[src/rtl/q_conv_pkg.sv]
// Shared types and width constants for the redundant-quotient to binary converter.
package q_conv_pkg;

    typedef enum logic [2:0] {
        S_IDLE,
        S_ISSUE,
        S_WAIT,
        S_OUT,
        S_DONE
    } state_t;

    localparam int UNROLLING_DEF  = 64;
    localparam int ADDR_WIDTH_DEF = 7;
    localparam int RD_LATENCY_MAX = 3;
    // The WAIT counter only needs to reach RD_LATENCY-1.
    localparam int WAIT_CNT_W     = $clog2(RD_LATENCY_MAX);

endpackage

[src/rtl/q_word_sub.sv]
// One word of q_plus - q_minus - borrow_in; the top bit of the widened result is the borrow out.
module q_word_sub
    import q_conv_pkg::*;
#(
    parameter int UNROLLING = UNROLLING_DEF
) (
    input  logic [UNROLLING-1:0] q_plus,
    input  logic [UNROLLING-1:0] q_minus,
    input  logic                 borrow_in,
    output logic [UNROLLING-1:0] diff,
    output logic                 borrow_out
);

    logic [UNROLLING:0] full;

    assign full       = {1'b0, q_plus} - {1'b0, q_minus} - {{UNROLLING{1'b0}}, borrow_in};
    assign diff       = full[UNROLLING-1:0];
    assign borrow_out = full[UNROLLING];

endmodule

[src/rtl/q_word_converter.sv]
// Walks the stored q_plus/q_minus words LSW first and streams q_plus - q_minus as binary words.
// Optional result_zero output is enabled by defining Q_CONV_ZERO_DETECT_EN.
module q_word_converter
    import q_conv_pkg::*;
#(
    parameter int UNROLLING  = UNROLLING_DEF,
    parameter int ADDR_WIDTH = ADDR_WIDTH_DEF,
    parameter int RD_LATENCY = 1
) (
    input  logic                  clk,
    input  logic                  asyn_reset,
    input  logic                  start,
    input  logic [ADDR_WIDTH-1:0] base_addr,
    input  logic [ADDR_WIDTH:0]   num_words,
    output logic                  rd_en,
    output logic [ADDR_WIDTH-1:0] rd_addr,
    input  logic [UNROLLING-1:0]  q_plus_rd,
    input  logic [UNROLLING-1:0]  q_minus_rd,
    output logic [UNROLLING-1:0]  out_data,
    output logic                  out_valid,
    input  logic                  out_ready,
    output logic                  out_last,
    output logic [ADDR_WIDTH-1:0] out_index,
    output logic                  busy,
    output logic                  done,
`ifdef Q_CONV_ZERO_DETECT_EN
    output logic                  result_zero,
`endif
    output logic                  result_neg
);

    state_t                 state;
    state_t                 state_next;
    logic [ADDR_WIDTH:0]    count;
    logic [WAIT_CNT_W-1:0]  wait_cnt;
    logic                   wait_last;
    logic                   borrow;
    logic [UNROLLING-1:0]   sub_diff;
    logic                   sub_borrow;
`ifdef Q_CONV_ZERO_DETECT_EN
    logic                   zero_acc;
`endif

    q_word_sub #(
        .UNROLLING (UNROLLING)
    ) u_sub (
        .q_plus     (q_plus_rd),
        .q_minus    (q_minus_rd),
        .borrow_in  (borrow),
        .diff       (sub_diff),
        .borrow_out (sub_borrow)
    );

    assign wait_last = (wait_cnt == WAIT_CNT_W'(RD_LATENCY - 1));

    always_comb begin
        state_next = state;
        rd_en      = 1'b0;
        out_valid  = 1'b0;
        busy       = 1'b1;
        done       = 1'b0;
        case (state)
            S_IDLE: begin
                busy = 1'b0;
                if (start) state_next = (num_words == '0) ? S_DONE : S_ISSUE;
            end
            S_ISSUE: begin
                rd_en      = 1'b1;
                state_next = S_WAIT;
            end
            S_WAIT: begin
                if (wait_last) state_next = S_OUT;
            end
            S_OUT: begin
                out_valid = 1'b1;
                if (out_ready) state_next = out_last ? S_DONE : S_ISSUE;
            end
            S_DONE: begin
                done       = 1'b1;
                state_next = S_IDLE;
            end
            default: state_next = S_IDLE;
        endcase
    end

    // rd_addr doubles as the word pointer, so it naturally holds between reads.
    always_ff @(posedge clk) begin
        if (asyn_reset) begin
            state      <= S_IDLE;
            rd_addr    <= '0;
            count      <= '0;
            wait_cnt   <= '0;
            borrow     <= 1'b0;
            out_data   <= '0;
            out_last   <= 1'b0;
            out_index  <= '0;
            result_neg <= 1'b0;
`ifdef Q_CONV_ZERO_DETECT_EN
            zero_acc    <= 1'b0;
            result_zero <= 1'b0;
`endif
        end else begin
            state <= state_next;
            case (state)
                S_IDLE: begin
                    if (start) begin
                        result_neg <= 1'b0;
                        borrow     <= 1'b0;
                        out_index  <= '0;
                        count      <= num_words;
                        rd_addr    <= base_addr + num_words[ADDR_WIDTH-1:0] - ADDR_WIDTH'(1);
`ifdef Q_CONV_ZERO_DETECT_EN
                        zero_acc    <= 1'b0;
                        result_zero <= (num_words == '0);
`endif
                    end
                end
                S_ISSUE: begin
                    wait_cnt <= '0;
                end
                S_WAIT: begin
                    wait_cnt <= wait_cnt + WAIT_CNT_W'(1);
                    if (wait_last) begin
                        out_data <= sub_diff;
                        borrow   <= sub_borrow;
                        out_last <= (count == (ADDR_WIDTH + 1)'(1));
                    end
                end
                S_OUT: begin
                    if (out_ready) begin
                        if (out_last) begin
                            result_neg <= borrow;
`ifdef Q_CONV_ZERO_DETECT_EN
                            result_zero <= ~(zero_acc | (|out_data));
`endif
                        end else begin
                            rd_addr   <= rd_addr - ADDR_WIDTH'(1);
                            out_index <= out_index + ADDR_WIDTH'(1);
                            count     <= count - (ADDR_WIDTH + 1)'(1);
`ifdef Q_CONV_ZERO_DETECT_EN
                            zero_acc  <= zero_acc | (|out_data);
`endif
                        end
                    end
                end
                default: ;
            endcase
        end
    end

endmodule

[config.mk]
export PLATFORM = sky130hd
export DESIGN_NAME = q_word_converter
export DESIGN_NICKNAME = d
export VERILOG_FILES = /design/src/rtl/q_conv_pkg.sv /design/src/rtl/q_word_sub.sv /design/src/rtl/q_word_converter.sv
export SDC_FILE = /design/constraint.sdc
export NUM_CORES = 1
export LEC_CHECK = 0
export CAP_MARGIN = 20
export CORE_MARGIN = 5
export CORE_UTILIZATION = 45
export CTS_BUF_LIST = sky130_fd_sc_hd__clkbuf_16
export DETAILED_ROUTE_END_ITERATION = 8
export PLACE_DENSITY = 0.8
export SLEW_MARGIN = 10
export SYNTH_ARGS = -nofsm -noshare
export SYNTH_HDL_FRONTEND = slang
export SYNTH_SLANG_ARGS = --single-unit
[constraint.sdc]
create_clock -name clk -period 6.6 [get_ports clk]
set_clock_uncertainty 0.2 [all_clocks]
set_input_delay 1.32 -clock clk [delete_from_list [all_inputs] [get_ports clk]]
set_output_delay 1.32 -clock clk [all_outputs]
set_load 0.01 [all_outputs]
After elaboration in Yosys (flattened, before gate mapping)
Index checks and enable logic that the tools add are counted.
{ "word_totals": {"reg_bits": 94, "inputBits": 147, "output_inout_bits": 84} }
{ "classes": {"reduce_logical": 11, "add_sub_neg": 8, "eq_ne": 10, "mux": 29} }
{ "ops": {"columns": ["operator", "count"], "rows": [
  ["$sub A64 B64 Y65", 1],
  ["$sub A65 B1 Y65", 1],
  ["$mux W7", 6],
  ["$pmux W7 S2", 2],
  ["$mux W8", 3],
  ["$pmux W8 S2", 1],
  ["$mux W3", 5],
  ["$sub A7 B1 Y7 const B", 2],
  ["$pmux W3 S4", 1],
  ["$ne A2 B2 Y1 const B", 5],
  ["$eq A8 B1 Y1 const B", 1],
  ["$logic_not A8 Y1", 1],
  ["$mux W1", 8],
  ["$reduce_and A4 Y1", 2],
  ["$sub A8 B1 Y8 const B", 1],
  ["$add A7 B1 Y7 const B", 1],
  ["$add A7 B7 Y7", 1],
  ["$eq A3 B2 Y1 const B", 2],
  ["$reduce_and A3 Y1", 2],
  ["$reduce_bool A2 Y1", 3],
  ["$pmux W1 S2", 2],
  ["$pmux W2 S2", 1],
  ["$eq A3 B1 Y1 const B", 1],
  ["$eq A3 B3 Y1 const B", 1],
  ["4 further kinds", 4]
]} }

Logic depth before layout (Yosys ltp)
Gate-level depths: netlist of the first run.
{ "depth": {"word_depth": 4, "mapped_depth": 16, "mapped_depth_nobuf": 16} }

By module
From an unflattened synthesis of the first run, not the netlist that was laid out.
{ "unflattened": {"cells_unflattened": 1368, "hier_area_um2": 9564.2} }
{ "by_module_without_submodules": {"columns": ["module", "area_per_inst_um2", "n_inst", "cells_each"], "rows": [
  ["q_word_sub", 5342.6, 1, 814],
  ["q_word_converter", 4221.5, 1, 554]
]} }

Worst setup path after synthesis of the first run
No wires, ideal clock.
{ "synth_timing": {"kind": "input port to flip-flop", "startpoint": "input port q_minus_rd[0]", "endpoint": "register out_data[52]", "path_stages": 16, "required_ps": 6270, "arrival_ps": 4438, "slack_ps": 1832, "setup_ps": 130, "path_cell_list": "inv_1 -> fa_1 -> inv_1 -> ha_1 -> or2_2 -> fa_1 -> nor3b_1 -> o21ai_0 -> o21ai_0 -> a21oi_1 -> o2111ai_1 -> nand3_1 -> a211o_1 -> a31oi_1 -> xor2_1 -> o21ai_0"} }
{ "synth_between": {"elab_chain_len": 2} }
{ "synth_lines": {"columns": ["element", "line_no", "text"], "rows": [
  ["from (decl)", "q_word_converter.sv:18", "input logic [UNROLLING-1:0] q_minus_rd,"],
  ["$sub A64 B64 Y65", "q_word_sub.sv:16", "assign full = {1'b0, q_plus} - {1'b0, q_minus} - {{UNROLLING{1'b0}}, borrow_in};"],
  ["$sub A65 B1 Y65", "q_word_sub.sv:16", null],
  ["to (signal assigned)", "q_word_converter.sv:124", "out_data <= sub_diff;"],
  ["to (decl)", "q_word_converter.sv:19", "output logic [UNROLLING-1:0] out_data,"]
]} }
Every way passes these cells.
A chain may end at the register's enable or synchronous reset.

Worst setup path after layout of the first run
{ "layout_timing": {"startpoint": "input port q_minus_rd[0]", "endpoint": "register out_data[46]"} }
Same word-level chain as after synthesis.

==> flow_summary.json, run 1 <==
{
  "slowest_stage": "fa_1",
  "finalCritPeriodShare_pct": 81.75,
  "p_leak_nw": 5.503,
  "drive_gt1_share_pct": 2.743,
  "worstSetupPathType": "input pin to flop",
  "critPathLaunchType": "input pin",
  "port_buffers": 230,
  "clockRootBuffer": "clkbuf_16",
  "grt_max_degree": 66,
  "die_w_um": 154.7,
  "rsz0062_at_grt": "false",
  "num_vias": 9662,
  "cts_tree": "built",
  "wl_per_cell_um": 14.77,
  "multi_input_area_sq_um": 6405,
  "nFillCells": 1974,
  "fin_hold_ws_ns": 0.2520,
  "ys_warn_count": 0,
  "power-per-cell-area_nw_per_um2": 199.4,
  "fin_nets": 1818,
  "cts_resized": 0,
  "synthFlopType": "dfxtp_1",
  "end_kind": "flop",
  "outcome": "completed",
  "post_cts_buffers": 0,
  "ant_nets": 0,
  "syn-mean-instance-area_sq_um": 7.060,
  "area_growth_pct": 29.04,
  "critical_path_arrival_ns": 5.39,
  "slew_headroom_pct": 29.04,
  "synth-seq-cells": 94,
  "yosysSeqAreaShare_pct": 19.98,
  "yosysTopAreaCellShare_pct": 19.98,
  "drt_pass1_iterations": 5,
  "grtUsageTotal_pct": 21.87,
  "clock_path_buffers": 2,
  "async_flop_share_pct": 0,
  "setup-violations-final": 0,
  "synthesis.area_sq_um": 9418,
  "start_util_pct": 45.23,
  "clk_pin_slew_worst_paths_ns": 0.08,
  "critPathBufInv": 3,
  "ys_types": 75,
  "cpPeakStageDelay_ns": 0.53,
  "place_congestion": 0.8785,
  "cts-hold-fix-buffers": 0,
  "place_ws_ns": 0.8471,
  "drtIter0Drc": 477,
  "grt_first_pass_wirelength_um": 44260,
  "synth.most_common_cell": "inv_1",
  "synth_fp_nets": 1626,
  "fp.coreArea_sq_um": 20820,
  "seqCellArea_sq_um": 1882,
  "crit_required_ns": 6.60,
  "grt.overflow.total": 0,
  "via_per_inst": 5.350,
  "synth_edf_count": 0,
  "clock-sinks": 94,
  "die_h_um": 154.7,
  "peakVddDrop_mv": 0.09467,
  "worstPathCellList": "clkdlybuf4s50_1, inv_1, fa_1, inv_1, ha_1, or2_2, fa_1, nor3b_1, o21ai_0, o21ai_0, a21oi_1, and2_1, o2111ai_1, a21oi_1, a211o_1, xnor2_1, o21ai_0",
  "fmax_mhz": 185.3,
  "finalWorstSetupSlack_ns": 1.205,
  "grt_pass1_vias": 9197,
  "clkLatencyLatePin_ns": 0.35,
  "critPathMaxFanout": 4,
  "remaining_drc_errors": 0,
  "cts_max_level": 3,
  "yosysTopAreaCell": "dfxtp_1",
  "ioPinCount": 231,
  "cts-buffers-inserted": 9,
  "syn_inst": 1334,
  "hpwlAfterDp_um": 21160,
  "worstMarginPinSlew_ns": 1.064,
  "setup-tns-final_ns": 0,
  "min_period_ns": 5.395,
  "hold_viol_final": 0,
  "maxCapViolCount": 0,
  "synthTopCellsByArea": "dfxtp_1 20%, ha_1 19%, inv_1 9.6%, a21oi_1 7.4%, nand2_1 6.7%",
  "wirelength_um": 26670,
  "antenna_found_initial": 0,
  "hold_class": "flop to flop",
  "critical-path-top-delay-family": "compound AO/OA/AOI/OAI gates",
  "num_rows": 53,
  "crit_top_cell": "o21ai_0",
  "design.die.area_sq_um": 23920,
  "synthTopCellsByCount": "240 x inv_1, 168 x nand2_1, 142 x ha_1, 140 x a21oi_1, 94 x dfxtp_1",
  "antenna_cells": 0,
  "slew_violations": 0
}
cells in the final DEF (no fill, tap or decap), drive strengths merged, types with 6 or more instances in the layout:
cell type / instances
o211ai: 6
a21o: 36
nor4: 9
ha: 142
o21a: 9
dfxtp: 94
nand2b: 6
or3: 6
nand4: 18
inv: 245
and2: 8
xor2: 32
o21ai: 78
nand2: 168
o31ai: 7
and3: 13
a211oi: 14
xnor2: 34
nand3: 22
o21bai: 14
nor2: 79
nor3: 15
clkbuf: 9
a21oi: 142
a31oi: 14
clkdlybuf4s50: 229
layout make-up:
cell class,instances,share of cell area [%]
inverter,241,7.444
multi-input combinational,946,52.70
tap,275,2.831
sequential,94,15.48
clock inverter,7,0.5354
clock buffer,9,1.853
timing repair buffer,234,19.15
power by group:
part	total, W	switching [W]	internal (W)
clock network	0.000528	0.000261	0.000266
registers	0.000686	0.0000530	0.000633
logic	0.00121	0.000660	0.000551
flip-flops by register name, summed over array words and instances, names as in the netlist:
signal and cells:
out_last 1, state 3, wait_cnt 2, out_data 64, result_neg 1, count 8, borrow 1, out_index 7
rd_addr 7
through the flow:
| stage | std cells | util (%) | area (sq um) | total power [W] |
|---|---|---|---|---|
| 2_1_floorplan | 1334 | - | 9418 | 0.001488 |
| 3_3_place_gp | 1790 | 56.97 | 11860 | 0.001880 |
| 3_5_place_dp | 1790 | 56.97 | 11860 | 0.001897 |
| 4_1_cts | 1806 | 58.36 | 12150 | 0.002431 |
| 5_1_grt | 1806 | 58.36 | 12150 | 0.002606 |
| 6_report | 1806 | 58.36 | 12150 | 0.002424 |
layer usage:
metal	vias up	wire length (um)	global-route usage, %
met5	-	0	0
met4	0	406	4.836
met2	317	12790	37.92
li1	4886	-	-
met1	4429	11550	28.57
met3	30	1927	3.637
path summary, 6_finish.rpt:
kind | start | endpoint | slack (ns) | cells after the start
hold reg to reg | out_data[49]$_SDFFE_PP0P_ | out_data[49]$_SDFFE_PP0P_ | 0.25 | 2
hold / removal | out_data[49]$_SDFFE_PP0P_ | out_data[49]$_SDFFE_PP0P_ | 0.25 | 2
setup / recovery | q_minus_rd[0] | out_data[46]$_SDFFE_PP0P_ | 1.20 | 17
setup reg to reg | borrow$_SDFFE_PP0P_ | out_data[46]$_SDFFE_PP0P_ | 2.16 | 16
cells by family after synthesis:
| logic type | share of synthesized area, % |
|---|---|
| compound gates | 24.29 |
| simple gates | 17.62 |
| buf+inv | 12.13 |
| fa+ha+maj | 19.50 |
| flops | 19.98 |
| xor+xnor | 6.138 |
| mux | 0.3454 |
worst reg2reg max path: stages, from the launching register on:
cell	delay (ns)
dfxtp_1	0.44
inv_1	0.09
fa_1	0.51
inv_1	0.05
ha_1	0.18
or2_2	0.29
fa_1	0.40
nor3b_1	0.21
o21ai_0	0.17
o21ai_0	0.26
a21oi_1	0.22
and2_1	0.22
o2111ai_1	0.33
a21oi_1	0.20
a211o_1	0.31
xnor2_1	0.12
o21ai_0	0.08
No activity file was read; power rests on OpenSTA's default activity.
==> run 2: changes to the inputs <==
PLACE_DENSITY = 0.83   (was 0.8)
clock period = 4.35 ns   (was 6.6 ns; I/O delays follow)
==> run 2 against run 1 <==
Compared with the run above: total power up 63%; flip-flop and latch count stayed put; die area unchanged.
==> flow_summary.json, run 2 (synthesized netlist as in run 1, its figures left out) <==
{
  "wirelength_um": 28750,
  "setup-violations-final": 0,
  "layout_common_cells": "240 x inv_1, 227 x clkdlybuf4s50_1, 168 x nand2_1",
  "critical_path_arrival_ns": 4.27,
  "r2r_slack_ns": 0.35,
  "largest_reg_flops": 64,
  "grt_first_pass_wirelength_um": 46390,
  "fmax_mhz": 236.5,
  "regMostFlops": "out_data",
  "rsz0062_at_grt": "false",
  "clk_pin_slew_worst_paths_ns": 0.07,
  "ant_nets": 0,
  "place_congestion": 0.9229,
  "start_util_pct": 45.23,
  "cts_max_level": 3,
  "grt_max_degree": 65,
  "drive_gt1_share_pct": 10.46,
  "slew_headroom_pct": 45.39,
  "layout_commonest_cell": "inv_1",
  "hold_class": "flop to flop",
  "min_period_ns": 4.228,
  "die_w_um": 154.7,
  "slew_violations": 0,
  "power-per-cell-area_nw_per_um2": 300.8,
  "wl_per_cell_um": 14.97,
  "area_growth_pct": 39.30,
  "drt_pass1_iterations": 5,
  "top_regs": "out_data x64, count x8",
  "hold_viol_final": 0,
  "p_leak_nw": 6.070,
  "via_per_inst": 5.311,
  "grt_pass1_vias": 9836,
  "fin_area_sq_um": 13120,
  "ioPinCount": 231,
  "die_h_um": 154.7,
  "clock-sinks": 94,
  "fin_hold_ws_ns": 0.2545,
  "maxCapViolCount": 0,
  "cts_tree": "built",
  "worstSetupPathType": "input pin to flop",
  "setup-tns-final_ns": 0,
  "drtIter0Drc": 602,
  "end_kind": "flop",
  "antenna_found_initial": 0,
  "clkLatencyLatePin_ns": 0.34,
  "design.die.area_sq_um": 23920,
  "hpwlAfterDp_um": 22800,
  "cts-hold-fix-buffers": 0,
  "clockRootBuffer": "clkbuf_16",
  "port_buffers": 230,
  "remaining_drc_errors": 0,
  "finalCritPeriodShare_pct": 97.20,
  "critPathMaxFanout": 4,
  "crit_required_ns": 4.39,
  "cts-buffers-inserted": 9,
  "critPathLaunchType": "input pin",
  "num_rows": 53,
  "clock_path_buffers": 2,
  "post_dp_cell_area_sq_um": 12710,
  "antenna_cells": 0,
  "fp.coreArea_sq_um": 20820,
  "grtUsageTotal_pct": 22.91,
  "grt.overflow.total": 0,
  "peakVddDrop_mv": 0.1924,
  "worstMarginPinSlew_ns": 0.8191,
  "num_vias": 10200,
  "fin_nets": 1933,
  "outcome": "completed"
}
-- run 2: changes by cell type in the layout (fill, tap and decap cells not counted), sizes merged --
| cell | before | now |
|---|---|---|
| clkdlybuf4s15 | 0 | 1 |
| buf | 5 | 120 |
| inv | 245 | 242 |
| dlygate4sd2 | 0 | 1 |
| clkdlybuf4s50 | 229 | 227 |
| clkinv | 2 | 3 |
| bufinv | 0 | 1 |
-- run 2: per-layer routing --
| metal | GRT usage (%) | vias to the layer above | share of wire (%) |
|---|---|---|---|
| li1 | - | 5104 | - |
| met1 | 28.75 | 4656 | 42 |
| met2 | 40.10 | 396 | 48 |
| met3 | 3.358 | 41 | 7.0 |
| met4 | 7.864 | 0 | 2.3 |
| met5 | 0 | - | 0 |
-- run 2: layout make-up --
type / instances / area [sq um]
Fill cell: 1844 / 7704
Multi-Input combinational cell: 946 / 6506
Timing Repair Buffer: 349 / 3193
Sequential cell: 94 / 1882
Inverter: 241 / 904.6
Tap cell: 275 / 344.1
Clock buffer: 9 / 225.2
Clock inverter: 6 / 63.81
-- run 2: where the power goes --
| part | switching [W] | total [W] | internal (W) |
|---|---|---|---|
| Sequential | 0.0000848 | 0.00105 | 0.000960 |
| Combinational | 0.00108 | 0.00209 | 0.00101 |
| Clock | 0.000370 | 0.000814 | 0.000444 |
| Total | 0.00153 | 0.00395 | 0.00241 |
-- run 2: what timing repair did --
action / 4_1_cts / 5_1_grt
pin swaps: 14 / 15
resized for setup: 16 / 15
cloned: 0 / 0
endpoints found under the setup margin: 24 / 20
buffers inserted: 1 / 1
-- run 2: worst max-delay path, stage by stage --
cell,delay [ns]
clkdlybuf4s15_1,0.17
inv_2,0.04
fa_1,0.56
inv_1,0.06
ha_2,0.18
or2_4,0.23
fa_2,0.35
nor3b_2,0.23
o21ai_2,0.09
o21ai_2,0.20
a21oi_4,0.11
o2111ai_2,0.26
nand3_2,0.12
a211o_1,0.35
a31oi_1,0.22
xor2_1,0.15
o21ai_1,0.08
-- run 2: worst paths after layout --
check / startpoint / end / cells past startpoint
setup / recovery: q_minus_rd[0] / out_data[52]$_SDFFE_PP0P_ / 17
hold / removal: out_data[18]$_SDFFE_PP0P_ / out_data[18]$_SDFFE_PP0P_ / 2
setup reg to reg: borrow$_SDFFE_PP0P_ / out_data[52]$_SDFFE_PP0P_ / 16
hold reg to reg: out_data[18]$_SDFFE_PP0P_ / out_data[18]$_SDFFE_PP0P_ / 2
-- run 2: stage by stage --
| stage | setup WS [ns] | cells | total power [W] | utilization [%] |
|---|---|---|---|---|
| CTS | 0.08061 | 1919 | 0.003927 | 62.65 |
| global placement | -0.6912 | 1903 | 0.003051 | 61.04 |
| floorplan | 0.03197 | 1334 | 0.002257 | - |
| global route | 0.004406 | 1920 | 0.004220 | 63.00 |
| detailed placement | -0.8244 | 1903 | 0.003096 | 61.04 |
| finish | 0.1217 | 1920 | 0.003946 | 63.00 |
==> run 3: changes to the inputs <==
PLACE_DENSITY = 0.8   (was 0.83)
clock period = 5.2 ns   (was 4.35 ns; I/O delays follow)
==> run 3 against run 2 <==
Compared with the run above: wire length fell by 6.1%; die area did not move; worst hold slack got worse by 0.0039 ns; global-route usage fell by 0.95 points; combinational power fell by 25%; worst setup slack improved by 0.13 ns; first-iteration DRC count fell by 3.0%; count of clock-buffer cells in the layout did not move; cell count fell by 5.1%; register-to-register slack improved by 0.60 ns; utilization fell by 3.7 points; non-clock buffer count fell by 98; critical path type unchanged; critical endpoint unchanged; largest cell class unchanged.
==> flow_summary.json, run 3 (synthesized netlist as in run 1, its figures left out) <==
{
  "outcome": "completed",
  "grt.overflow.total": 0,
  "hold_viol_final": 0,
  "multi_input_area_sq_um": 6405,
  "seqCellArea_sq_um": 1882,
  "slew_headroom_pct": 49.48,
  "port_buffers": 230,
  "place_congestion": 0.9113,
  "rsz0062_at_grt": "false",
  "power-per-cell-area_nw_per_um2": 261.7,
  "drtIter0Drc": 584,
  "fmax_mhz": 202.0,
  "grtUsageTotal_pct": 21.96,
  "r2r_slack_ns": 0.95,
  "worstRegToRegCells": 16,
  "post_dp_cell_area_sq_um": 11990,
  "wirelength_um": 26990,
  "num_rows": 53,
  "clockRootBuffer": "clkbuf_16",
  "cpPeakStageDelay_ns": 0.53,
  "end_kind": "flop",
  "antenna_found_initial": 0,
  "drive_gt1_share_pct": 3.811,
  "clk_pin_slew_worst_paths_ns": 0.07,
  "crit_required_ns": 5.22,
  "critPathBufInv": 3,
  "worstSetupPathType": "input pin to flop",
  "wl_per_cell_um": 14.81,
  "min_period_ns": 4.951,
  "layout_common_cells": "240 x inv_1, 229 x clkdlybuf4s50_1, 168 x nand2_1",
  "cts-hold-fix-buffers": 0,
  "via_per_inst": 5.357,
  "fp.coreArea_sq_um": 20820,
  "cts-buffers-inserted": 9,
  "setup-violations-final": 0,
  "maxCapViolCount": 0,
  "nFillCells": 1935,
  "grt_first_pass_wirelength_um": 44230,
  "p_leak_nw": 5.605,
  "antenna_cells": 0,
  "worstMarginPinSlew_ns": 0.7559,
  "cts_resized": 0,
  "critPathMaxFanout": 4,
  "ant_nets": 0,
  "area_growth_pct": 31.01,
  "slowest_stage": "fa_1",
  "ioPinCount": 231,
  "cts_tree": "built",
  "hpwlAfterDp_um": 21350,
  "critical_path_arrival_ns": 4.97,
  "hold_class": "flop to flop",
  "grt_max_degree": 42,
  "critPathLaunchType": "input pin",
  "min-delay-start": "out_data[6]$_SDFFE_PP0P_",
  "fin_area_sq_um": 12340,
  "grt_pass1_vias": 9348,
  "slew_violations": 0,
  "fin_nets": 1835,
  "regMostFlops": "out_data",
  "critical-path-top-delay-family": "compound AO/OA/AOI/OAI gates",
  "top_regs": "out_data x64, count x8",
  "remaining_drc_errors": 0,
  "num_vias": 9766,
  "start_util_pct": 45.23,
  "die_h_um": 154.7,
  "hold_depth": 2,
  "r2r-end": "out_data[52]$_SDFFE_PP0P_",
  "post_cts_buffers": 0,
  "r2r_start": "borrow$_SDFFE_PP0P_",
  "die_w_um": 154.7,
  "drt_pass1_iterations": 5,
  "clkLatencyLatePin_ns": 0.35,
  "clock_path_buffers": 2,
  "peakVddDrop_mv": 0.1496,
  "holdPathEnd": "out_data[6]$_SDFFE_PP0P_",
  "finalCritPeriodShare_pct": 95.22,
  "cts_max_level": 3,
  "clock-sinks": 94,
  "worstPathCellList": "clkdlybuf4s50_1, inv_1, fa_1, inv_1, ha_1, or2_2, fa_1, nor3b_1, o21ai_0, o21ai_1, a21oi_1, o2111ai_1, nand3_1, a211o_1, a31oi_1, xor2_1, o21ai_0",
  "largest_reg_flops": 64,
  "layout_commonest_cell": "inv_1",
  "design.die.area_sq_um": 23920,
  "setup-tns-final_ns": 0
}
[run 3: cell types whose count changed in the layout (fill, tap and decap cells not counted), sizes merged]
cell / previous run / this run
buf: 120 / 22
bufinv: 1 / 3
clkdlybuf4s15: 1 / 0
clkdlybuf4s50: 227 / 229
clkinvlp: 1 / 2
dlygate4sd2: 1 / 0
inv: 242 / 240
[run 3: how the worst max path moves through the flow]
| stage | start | end | slack, ns | depth (start not counted) |
|---|---|---|---|---|
| after floorplan | q_minus_rd[0] | out_data[52]$_SDFFE_PP0P_ | 0.71 | 16 |
| after global placement | q_minus_rd[0] | out_data[52]$_SDFFE_PP0P_ | -0.04 | 17 |
| after detailed placement | q_minus_rd[0] | borrow$_SDFFE_PP0P_ | -0.14 | 17 |
| after CTS | q_minus_rd[0] | borrow$_SDFFE_PP0P_ | 0.21 | 17 |
| after global routing | q_minus_rd[0] | out_data[52]$_SDFFE_PP0P_ | 0.03 | 17 |
| final | q_minus_rd[0] | out_data[52]$_SDFFE_PP0P_ | 0.25 | 17 |
[run 3: final cells by class]
class / instances / share of cell area, %
clock buffer: 9 / 1.825
clock inverter: 7 / 0.9938
inverter: 241 / 7.332
multi-input combinational: 946 / 51.91
sequential: 94 / 15.25
tap: 275 / 2.789
timing repair buffer: 251 / 19.90
[run 3: worst min-delay path, delay by kind of cell (launching register included)]
family	cells	cell delay [ns]
compound gates	1	0.05
flops	1	0.31
simple gates	1	0.05
[run 3: layer usage]
| layer | up-vias | share of wire, % | routed length (um) | global-route usage (%) |
|---|---|---|---|---|
| met5 | - | 0 | 0 | 0 |
| li1 | 4910 | - | - | - |
| met2 | 318 | 48 | 12900 | 38.12 |
| met3 | 41 | 5.9 | 1606 | 3.470 |
| met4 | 0 | 2.3 | 612 | 6.686 |
| met1 | 4497 | 44 | 11880 | 28.01 |
[run 3: stage by stage]
step	worst slack [ns]	cells	hold slack [ns]	util [%]	power [W]
floorplan	0.7120	1334	0.2501	-	0.001888
global placement	-0.04019	1807	0.2319	57.58	0.002406
detailed placement	-0.1361	1807	0.2430	57.58	0.002433
CTS	0.2078	1823	0.2528	59.25	0.003232
global route	0.03247	1823	0.2743	59.25	0.003455
finish	0.2488	1823	0.2507	59.25	0.003229
[run 3: where the power goes]
group	internal, W	switching, W
clock	0.000472	0.000317
sequential	0.000803	0.0000669
combinational	0.000719	0.000850
